File: src/rtl/seg7_pkg.sv
// Shared constants for the seven-segment capture path: active-low segment
// patterns, the two meaningful anode codes and the capture FSM states.
package seg7_pkg;

  localparam logic [6:0] SEG_0     = 7'b0000001;
  localparam logic [6:0] SEG_1     = 7'b1001111;
  localparam logic [6:0] SEG_2     = 7'b0010010;
  localparam logic [6:0] SEG_3     = 7'b0000110;
  localparam logic [6:0] SEG_4     = 7'b1001100;
  localparam logic [6:0] SEG_5     = 7'b0100100;
  localparam logic [6:0] SEG_6     = 7'b0100000;
  localparam logic [6:0] SEG_7     = 7'b0001111;
  localparam logic [6:0] SEG_8     = 7'b0000000;
  localparam logic [6:0] SEG_9     = 7'b0000100;
  localparam logic [6:0] SEG_BLANK = 7'b1111111;

  localparam logic [7:0] ANODE_TENS = 8'b11111110;
  localparam logic [7:0] ANODE_ONES = 8'b11111101;

  typedef enum logic [1:0] {
    WAIT_TENS = 2'd0,
    WAIT_ONES = 2'd1,
    EVAL      = 2'd2
  } state_t;

endpackage

File: src/rtl/seg7_to_digit.sv
// Combinational decode of an active-low segment pattern back to a BCD digit.
// A blanked digit reads as 0 so leading-zero blanking round-trips cleanly.
module seg7_to_digit
  import seg7_pkg::*;
(
  input  logic [6:0] segment,
  output logic [3:0] digit,
  output logic       valid
);

  always_comb begin
    digit = '0;
    valid = 1'b1;
    case (segment)
      SEG_0:     digit = 4'd0;
      SEG_1:     digit = 4'd1;
      SEG_2:     digit = 4'd2;
      SEG_3:     digit = 4'd3;
      SEG_4:     digit = 4'd4;
      SEG_5:     digit = 4'd5;
      SEG_6:     digit = 4'd6;
      SEG_7:     digit = 4'd7;
      SEG_8:     digit = 4'd8;
      SEG_9:     digit = 4'd9;
      SEG_BLANK: digit = 4'd0;
      default:   valid = 1'b0;
    endcase
  end

endmodule

File: src/rtl/seg7_score_capture.sv
// Snoops a multiplexed 2-digit seven-segment scan and recovers a stable score.
// Optional SEG_CAPTURE_ERRCNT_EN adds a saturating err_count output.
module seg7_score_capture
  import seg7_pkg::*;
#(
  parameter int unsigned STABLE_SCANS   = 2,
  parameter int unsigned TIMEOUT_CYCLES = 1024
) (
  input  logic       clk,
  input  logic       rst,
  input  logic [7:0] anode,
  input  logic [6:0] segment,
  output logic [7:0] score,
  output logic       score_valid,
  output logic       pattern_err,
  output logic       link_lost
`ifdef SEG_CAPTURE_ERRCNT_EN
  ,
  output logic [7:0] err_count
`endif
);

  localparam int unsigned    TMO_W   = $clog2(TIMEOUT_CYCLES + 1);
  localparam logic [TMO_W-1:0] TMO_MAX = TMO_W'(TIMEOUT_CYCLES);

  state_t           state_q, state_d;
  logic [3:0]       tens_q, tens_d;
  logic [3:0]       ones_q, ones_d;
  logic [6:0]       cand_q, cand_d;
  logic             cand_ok_q, cand_ok_d;
  logic [3:0]       cnt_q, cnt_d;
  logic [7:0]       score_q, score_d;
  logic             score_valid_q, score_valid_d;
  logic             pattern_err_q, pattern_err_d;
  logic             link_lost_q, link_lost_d;
  logic [TMO_W-1:0] tmo_q, tmo_d;

  logic [3:0] dig;
  logic       dig_ok;
  logic       is_tens, is_ones, recog;
  logic [6:0] pair;
  logic [6:0] cand_n;
  logic [3:0] cnt_n;

  seg7_to_digit u_dec (
    .segment (segment),
    .digit   (dig),
    .valid   (dig_ok)
  );

  always_comb begin
    state_d       = state_q;
    tens_d        = tens_q;
    ones_d        = ones_q;
    cand_d        = cand_q;
    cand_ok_d     = cand_ok_q;
    cnt_d         = cnt_q;
    score_d       = score_q;
    score_valid_d = 1'b0;
    pattern_err_d = 1'b0;
    link_lost_d   = link_lost_q;
    tmo_d         = tmo_q;
    cand_n        = cand_q;
    cnt_n         = cnt_q;

    is_tens = (anode == ANODE_TENS);
    is_ones = (anode == ANODE_ONES);
    recog   = is_tens | is_ones;
    pair    = {tens_q[3:0], 3'b000} + {2'b00, tens_q[3:0], 1'b0} + {3'b000, ones_q};

    case (state_q)
      WAIT_TENS: begin
        if (recog && !dig_ok) begin
          pattern_err_d = 1'b1;
          cnt_d         = '0;
        end else if (is_tens) begin
          tens_d  = dig;
          state_d = WAIT_ONES;
        end
      end
      WAIT_ONES: begin
        if (recog && !dig_ok) begin
          pattern_err_d = 1'b1;
          cnt_d         = '0;
          state_d       = WAIT_TENS;
        end else if (is_tens) begin
          tens_d = dig;
        end else if (is_ones) begin
          ones_d  = dig;
          state_d = EVAL;
        end
      end
      EVAL: begin
        // Samples arriving here are deliberately dropped.
        if (cand_ok_q && (pair == cand_q)) begin
          cand_n = cand_q;
          cnt_n  = (cnt_q == 4'hF) ? cnt_q : cnt_q + 4'd1;
        end else begin
          cand_n = pair;
          cnt_n  = 4'd1;
        end
        cand_d    = cand_n;
        cand_ok_d = 1'b1;
        cnt_d     = cnt_n;
        if ((32'(cnt_n) >= STABLE_SCANS) && ({1'b0, cand_n} != score_q)) begin
          score_d       = {1'b0, cand_n};
          score_valid_d = 1'b1;
        end
        state_d = WAIT_TENS;
      end
      default: state_d = WAIT_TENS;
    endcase

    // Silence on the recognised anode codes overrides any scan in progress.
    if (recog) begin
      tmo_d       = '0;
      link_lost_d = 1'b0;
    end else begin
      if (tmo_q != TMO_MAX) tmo_d = tmo_q + 1'b1;
      if (tmo_d == TMO_MAX) begin
        link_lost_d = 1'b1;
        cnt_d       = '0;
        state_d     = WAIT_TENS;
      end
    end
  end

  always_ff @(posedge clk) begin
    if (rst) begin
      state_q       <= WAIT_TENS;
      tens_q        <= '0;
      ones_q        <= '0;
      cand_q        <= '0;
      cand_ok_q     <= 1'b0;
      cnt_q         <= '0;
      score_q       <= '0;
      score_valid_q <= 1'b0;
      pattern_err_q <= 1'b0;
      link_lost_q   <= 1'b0;
      tmo_q         <= '0;
    end else begin
      state_q       <= state_d;
      tens_q        <= tens_d;
      ones_q        <= ones_d;
      cand_q        <= cand_d;
      cand_ok_q     <= cand_ok_d;
      cnt_q         <= cnt_d;
      score_q       <= score_d;
      score_valid_q <= score_valid_d;
      pattern_err_q <= pattern_err_d;
      link_lost_q   <= link_lost_d;
      tmo_q         <= tmo_d;
    end
  end

  assign score       = score_q;
  assign score_valid = score_valid_q;
  assign pattern_err = pattern_err_q;
  assign link_lost   = link_lost_q;

`ifdef SEG_CAPTURE_ERRCNT_EN
  logic [7:0] err_cnt_q, err_cnt_d;

  always_comb begin
    err_cnt_d = err_cnt_q;
    if (pattern_err_d && (err_cnt_q != 8'hFF)) err_cnt_d = err_cnt_q + 8'd1;
  end

  always_ff @(posedge clk) begin
    if (rst) err_cnt_q <= '0;
    else     err_cnt_q <= err_cnt_d;
  end

  assign err_count = err_cnt_q;
`endif

endmodule

File: config.mk
export PLATFORM = sky130hd
export DESIGN_NAME = seg7_score_capture
export DESIGN_NICKNAME = d
export VERILOG_FILES = /design/src/rtl/seg7_pkg.sv /design/src/rtl/seg7_to_digit.sv /design/src/rtl/seg7_score_capture.sv
export SDC_FILE = /design/constraint.sdc
export NUM_CORES = 1
export LEC_CHECK = 0
export ABC_CLOCK_PERIOD_IN_PS = 3800
export BUFFER_PORTS_ARGS = -buffer_cell sky130_fd_sc_hd__buf_2
export CORE_UTILIZATION = 30
export CTS_CLUSTER_SIZE = 40
export DETAILED_ROUTE_END_ITERATION = 8
export PLACE_DENSITY_LB_ADDON = 0.08
export SETUP_SLACK_MARGIN = 0.2
export SLEW_MARGIN = 10
export SYNTH_ARGS = -nofsm -noshare
export SYNTH_HDL_FRONTEND = slang
export SYNTH_SLANG_ARGS = --single-unit
export TNS_END_PERCENT = 5
File: constraint.sdc
create_clock -name clk -period 3.8 [get_ports clk]
set_input_delay 0.38 -clock clk [delete_from_list [all_inputs] [get_ports clk]]
set_output_delay 0.38 -clock clk [all_outputs]
set_load 0.1 [all_outputs]
* Word level (Yosys, flattened, before mapping) *
Index checks and enable logic that the tools add are counted.

cells by class
  eq/ne operators = 19
  $add $sub $neg = 4
  reductions and logical operators = 14
  multiplexer cells = 23
  magnitude comparators = 1
  bitwise gates (word level) = 5

operator list
  cell                   number
  $pmux 4 s9             1
  $mux 4                 6
  $mux 11                2
  $eq 7x7->1 const B     3
  $eq 8x8->1 const B     2
  $eq 7x3->1 const B     2
  $eq 7x6->1 const B     2
  $mux 2                 7
  $mux 7                 2
  $add 11x1->11 const B  1
  $eq 11x11->1 const B   1
  $ne 11x11->1 const B   1
  $reduce_or 11->1       1
  $pmux 4 s2             1
  $reduce_or 2->1        4
  $add 7x4->7            1
  $add 7x5->7            1
  $eq 7x1->1 const B     1
  $eq 7x4->1 const B     1
  $eq 7x5->1 const B     1
  $eq 7x7->1             1
  $logic_not 7->1        1
  $ne 7x7->1             1
  $add 4x1->4 const B    1
  14 further kinds       21

storage, ports and cells
  flip-flop bits (word level) = 43
  logic and storage cells = 77
  output and inout bits = 11

* Logic depth before layout (Yosys ltp) *
  depth after elaboration = 9
  depth in mapped cells = 11
  gate-level depth less buffers = 10

* Cells and area by module *
From an unflattened synthesis, not the netlist that was laid out.

unflattened totals
  cells, all modules = 328
  area, all modules = 2750.1 µm²

by module, submodules not included
  module              cells each  times used  area an instance (µm²)  sequential area each (µm²)
  seg7_score_capture  298         1           2563.7                  860.8
  seg7_to_digit       30          1           186.4                   0.0

* Worst setup path after synthesis *
Ideal clock, no wire load.

  path type = reg2reg
  from = register tens_q[0]
  to = register score_q[4], in the netlist score[4]
  data required time = 3.726 ns
  stages on the path, launching flop included = 10
  buffers on the path = 0
  data arrival time = 2.719 ns
  path slack = 1.006 ns
  cell sequence = dfxtp_1 -> inv_1 -> fa_1 -> fa_1 -> xor2_1 -> nand3_1 -> nor3_2 -> nand4_2 -> or4_1 -> o21ai_0

between the ends
  cells in the longest elaborated chain, start to end = 9

RTL lines
  element                                          line                       RTL
  start, declared                                  seg7_score_capture.sv:27   logic [3:0] tens_q, tens_d;
  start signal, assigned                           seg7_score_capture.sv:143  tens_q <= tens_d;
  $add 7x5->7 (*)                                  seg7_score_capture.sv:69   pair = {tens_q[3:0], 3'b000} + {2'b00, tens_q[3:0], 1'b0} + {3'b000, ones_q};
  $add 7x4->7 (*)                                  seg7_score_capture.sv:69
  $eq 7x7->1                                       seg7_score_capture.sv:95   if (cand_ok_q && (pair == cand_q)) begin
  $logic_and 1x1->1                                seg7_score_capture.sv:95
  $mux 4 / $mux 7 (equally long branches)          seg7_score_capture.sv:95
  $mux 4 / $mux 7 (equally long branches)          seg7_score_capture.sv:71   case (state_q)
  $ge 4x2->1 / $ne 7x7->1 (equally long branches)  seg7_score_capture.sv:105  if ((32'(cnt_n) >= STABLE_SCANS) && ({1'b0, cand_n} != score_q)) begin
  $logic_and 1x1->1                                seg7_score_capture.sv:105
  $reduce_and 2->1 (no source line)                --
  end signal, assigned                             seg7_score_capture.sv:148  score_q <= score_d;
  end, declared                                    seg7_score_capture.sv:32   logic [7:0] score_q, score_d;

Mark *: on every way between the ends. The rest lies on a longest branch, timed or not. The select of a mux whose other input is x is not followed.
A chain may end at the register's enable or synchronous reset.

* Worst setup path in the final report *
  from = register tens_q[0]
  to = register score_q[5], in the netlist score[5]

Same word-level chain as after synthesis.

==> flow_summary.yaml <==
run_status:
  outcome: "completed"
routing:
  routedWlPerCell_um: 13.3
  vias_per_cell: 4.96
  drt_pass1_iterations: 4
  drc: 0
  num_vias: 2121
  drt_iter0_drc: 59
  ant_nets: 0
  routed_wl_mm: 5.71
yosys:
  async_flop_share: 0
  synthTopCellsByArea: "dfxtp_1 34%, xnor2_1 6.5%, nor2_1 6.3%, ha_1 4.9%, xor2_1 4.8%"
  synthMuxAreaShare: 0.0122
  yosysTopAreaCell: "dfxtp_1"
  synthXorXnorAreaFrac: 0.128
  synth-edff-count: 0
  synth_compound_area_frac: 0.156
  synth_fa_ha_area_frac: 0.0645
  synth_simple_gate_area_frac: 0.269
  synth_top_family_by_area: "simple AND/OR/NAND/NOR gates"
  synth_top_flop_cell: "dfxtp_1"
  syn_area_mm2: 0.00256
  yosys_warnings: 0
  syn_nets: 328
  synth_area_per_cell_um2: 8.57
  synth_cell_types: 54
  synth.top_cell.area_share: 0.336
  synthTopCellsByCount: "43 x dfxtp_1, 43 x nor2_1, 22 x nand2_1"
  synth-seq-cells: 43
  synth-seq-area-share: 0.336
  synthCells: 299
setup_path:
  path_class: "register to register"
  cp_data_arrival_time_ns: 3.33
  crit_fanout: 8
  start_kind: "register"
  worst_path_max_delay_cell: "fa_1"
  critPathMaxStageDelay_ns: 0.67
  worstPathRequired_ns: 4.02
  end_kind: "register"
  crit_top_cell: "fa_1"
  crit_chain: "inv_1, fa_1, fa_1, xor2_1, nand3_1, nor3_2, nand4_2, or4_1, o21ai_0"
final_layout:
  layout-drive-gt1-share: 0.146
  post-route-util: 0.348
  area_growth_pct: 12.1
  multi_input_area_mm2: 0.00162
  layout.cells.non_filler: 428
  fin_nets: 352
  nFillCells: 882
  seqCellArea_um2: 861
  num_antenna_cells: 0
global_route:
  grt.total_usage: 0.141
  grt_max_degree: 32
  overflow: 0
  grt_pass1_wl_mm: 9.72
  grt_pass1_vias: 1995
  antenna_found_initial: 0
floorplan:
  start_util: 0.310
  num_rows: 33
  die_h_um: 94.4
  core-area_mm2: 0.00826
  fp.dieW_um: 94.4
  io_pins: 28
  dieArea_mm2: 0.00892
sta:
  finClkSkew_ns: 0.00822
  period_needed_ns: 3.11
  max_slew_margin: 0.478
  drv_slew: 0
  setup_tns_ns: 0
  worst_pin_slew_ns: 0.776
  max_freq_ghz: 0.321
  finalCritPeriodShare: 0.819
  finalSetupViolCount: 0
  hold_viol_final: 0
  rsz0062_at_grt: "false"
  holdWs_ns: 0.475
power_and_ir_drop:
  p_per_area_mw_per_mm2: 283
  p_leak_uw: 0.00110
  peakVddDrop_v: 0.000117
cts:
  ctsResizeCount: 0
  cts.hold.buffers_added: 0
  clk_pin_slew_ns: 0.09
  clock-root-buffer: "clkbuf_8"
  cts_tree: "done"
  insertion_delay_ns: 0.29
  htreeDepth: 2
  cts_sinks: 43
  clockBufferDepth: 2
  numCtsBuffers: 5
  cts_setup_buffers: 0
placed_design:
  port-buffer-count: 26
  routabilityCongestion: 0.726
  dp_cells: 421
  dpl.hpwl_mm: 4.36
worst_hold_path:
  hp-class: "register to register"
job:
  maxCapViolCount: 0
-- final timing paths --
path / startpoint / to / slack, ns / cells after the start
worst max-delay path: tens_q[0]$_SDFFE_PP0P_ / score[5]$_SDFFE_PP0P_ / 0.69 / 9
worst min-delay path: cand_q[1]$_SDFFE_PP0N_ / cand_q[1]$_SDFFE_PP0N_ / 0.47 / 2
worst max register to register: tens_q[0]$_SDFFE_PP0P_ / score[5]$_SDFFE_PP0P_ / 0.69 / 9
worst min register to register: cand_q[1]$_SDFFE_PP0N_ / cand_q[1]$_SDFFE_PP0N_ / 0.47 / 2
-- sequential cells by signal (all words and copies together), names as in the netlist --
register and cells:
pattern_err 1, cand_ok_q 1, link_lost 1, state_q 2, tens_q 4, tmo_q 11, score 7, score_valid 1
cand_q 7, ones_q 4, cnt_q 4
-- per-stage QoR --
step,total power (uW),setup WS [ns],cell area (um2)
finish,812,0.686,2870
global route,856,0.413,2870
CTS,829,0.645,2870
detailed placement,526,0.676,2780
global placement,526,0.831,2780
floorplan,504,1.01,2560
-- critical path: cells and delay by family, from the launching register on --
kind            cells  cell delay [ns]
fa+ha+maj           2             1.20
simple gates        4             1.14
flops               1             0.36
xor+xnor            1             0.19
compound gates      1             0.08
buf+inv             1             0.07
-- kinds of logic after synthesis --
kind of cell / Yosys count
and+or+nand+nor: 128
buffers and inverters: 20
AOI/OAI and AO/OA: 57
xor gates and xnor gates: 35
DFF: 43
muxes: 3
other: 1
adders and majority gates: 12
-- power breakdown --
| part | leakage (uW) | internal (uW) | switching, uW | total (uW) |
|---|---|---|---|---|
| clock | 0.0000470 | 143 | 155 | 297 |
| combinational | 0.000701 | 21.4 | 35.8 | 57.2 |
| sequential | 0.000347 | 453 | 4.44 | 458 |
| total | 0.00110 | 617 | 195 | 812 |
-- area by class of cell --
cell class	instances	share of cell area
Tap cell	105	0.0458
Multi-Input combinational cell	236	0.563
Sequential cell	43	0.300
Clock inverter	1	0.00174
Clock buffer	6	0.0288
Timing Repair Buffer	27	0.0479
Inverter	10	0.0131
-- metal layers --
layer | share of wire | global-route usage | vias up
li1 | - | - | 1107
met1 | 0.51 | 0.190 | 970
met2 | 0.45 | 0.223 | 40
met3 | 0.034 | 0.0338 | 4
met4 | 0.0070 | 0.0385 | 0
met5 | 0 | 0 | -
-- placed cells by master (no fill, tap or decap), types with 3 or more instances in the layout --
| cell type | instances |
|---|---|
| nor2_1 | 43 |
| or3_1 | 6 |
| nor4_1 | 4 |
| a22oi_1 | 9 |
| and3_1 | 3 |
| nand2_1 | 22 |
| and4_1 | 5 |
| a21oi_1 | 18 |
| nand2b_1 | 8 |
| xnor2_1 | 19 |
| xor2_1 | 14 |
| a211oi_1 | 3 |
| or4_1 | 3 |
| o21ai_0 | 9 |
| clkbuf_8 | 6 |
| buf_2 | 26 |
| dfxtp_1 | 43 |
| ha_1 | 10 |
| inv_1 | 10 |
| nand3_1 | 13 |
| nor3_1 | 5 |
No activity file was read; power rests on OpenSTA's default activity.
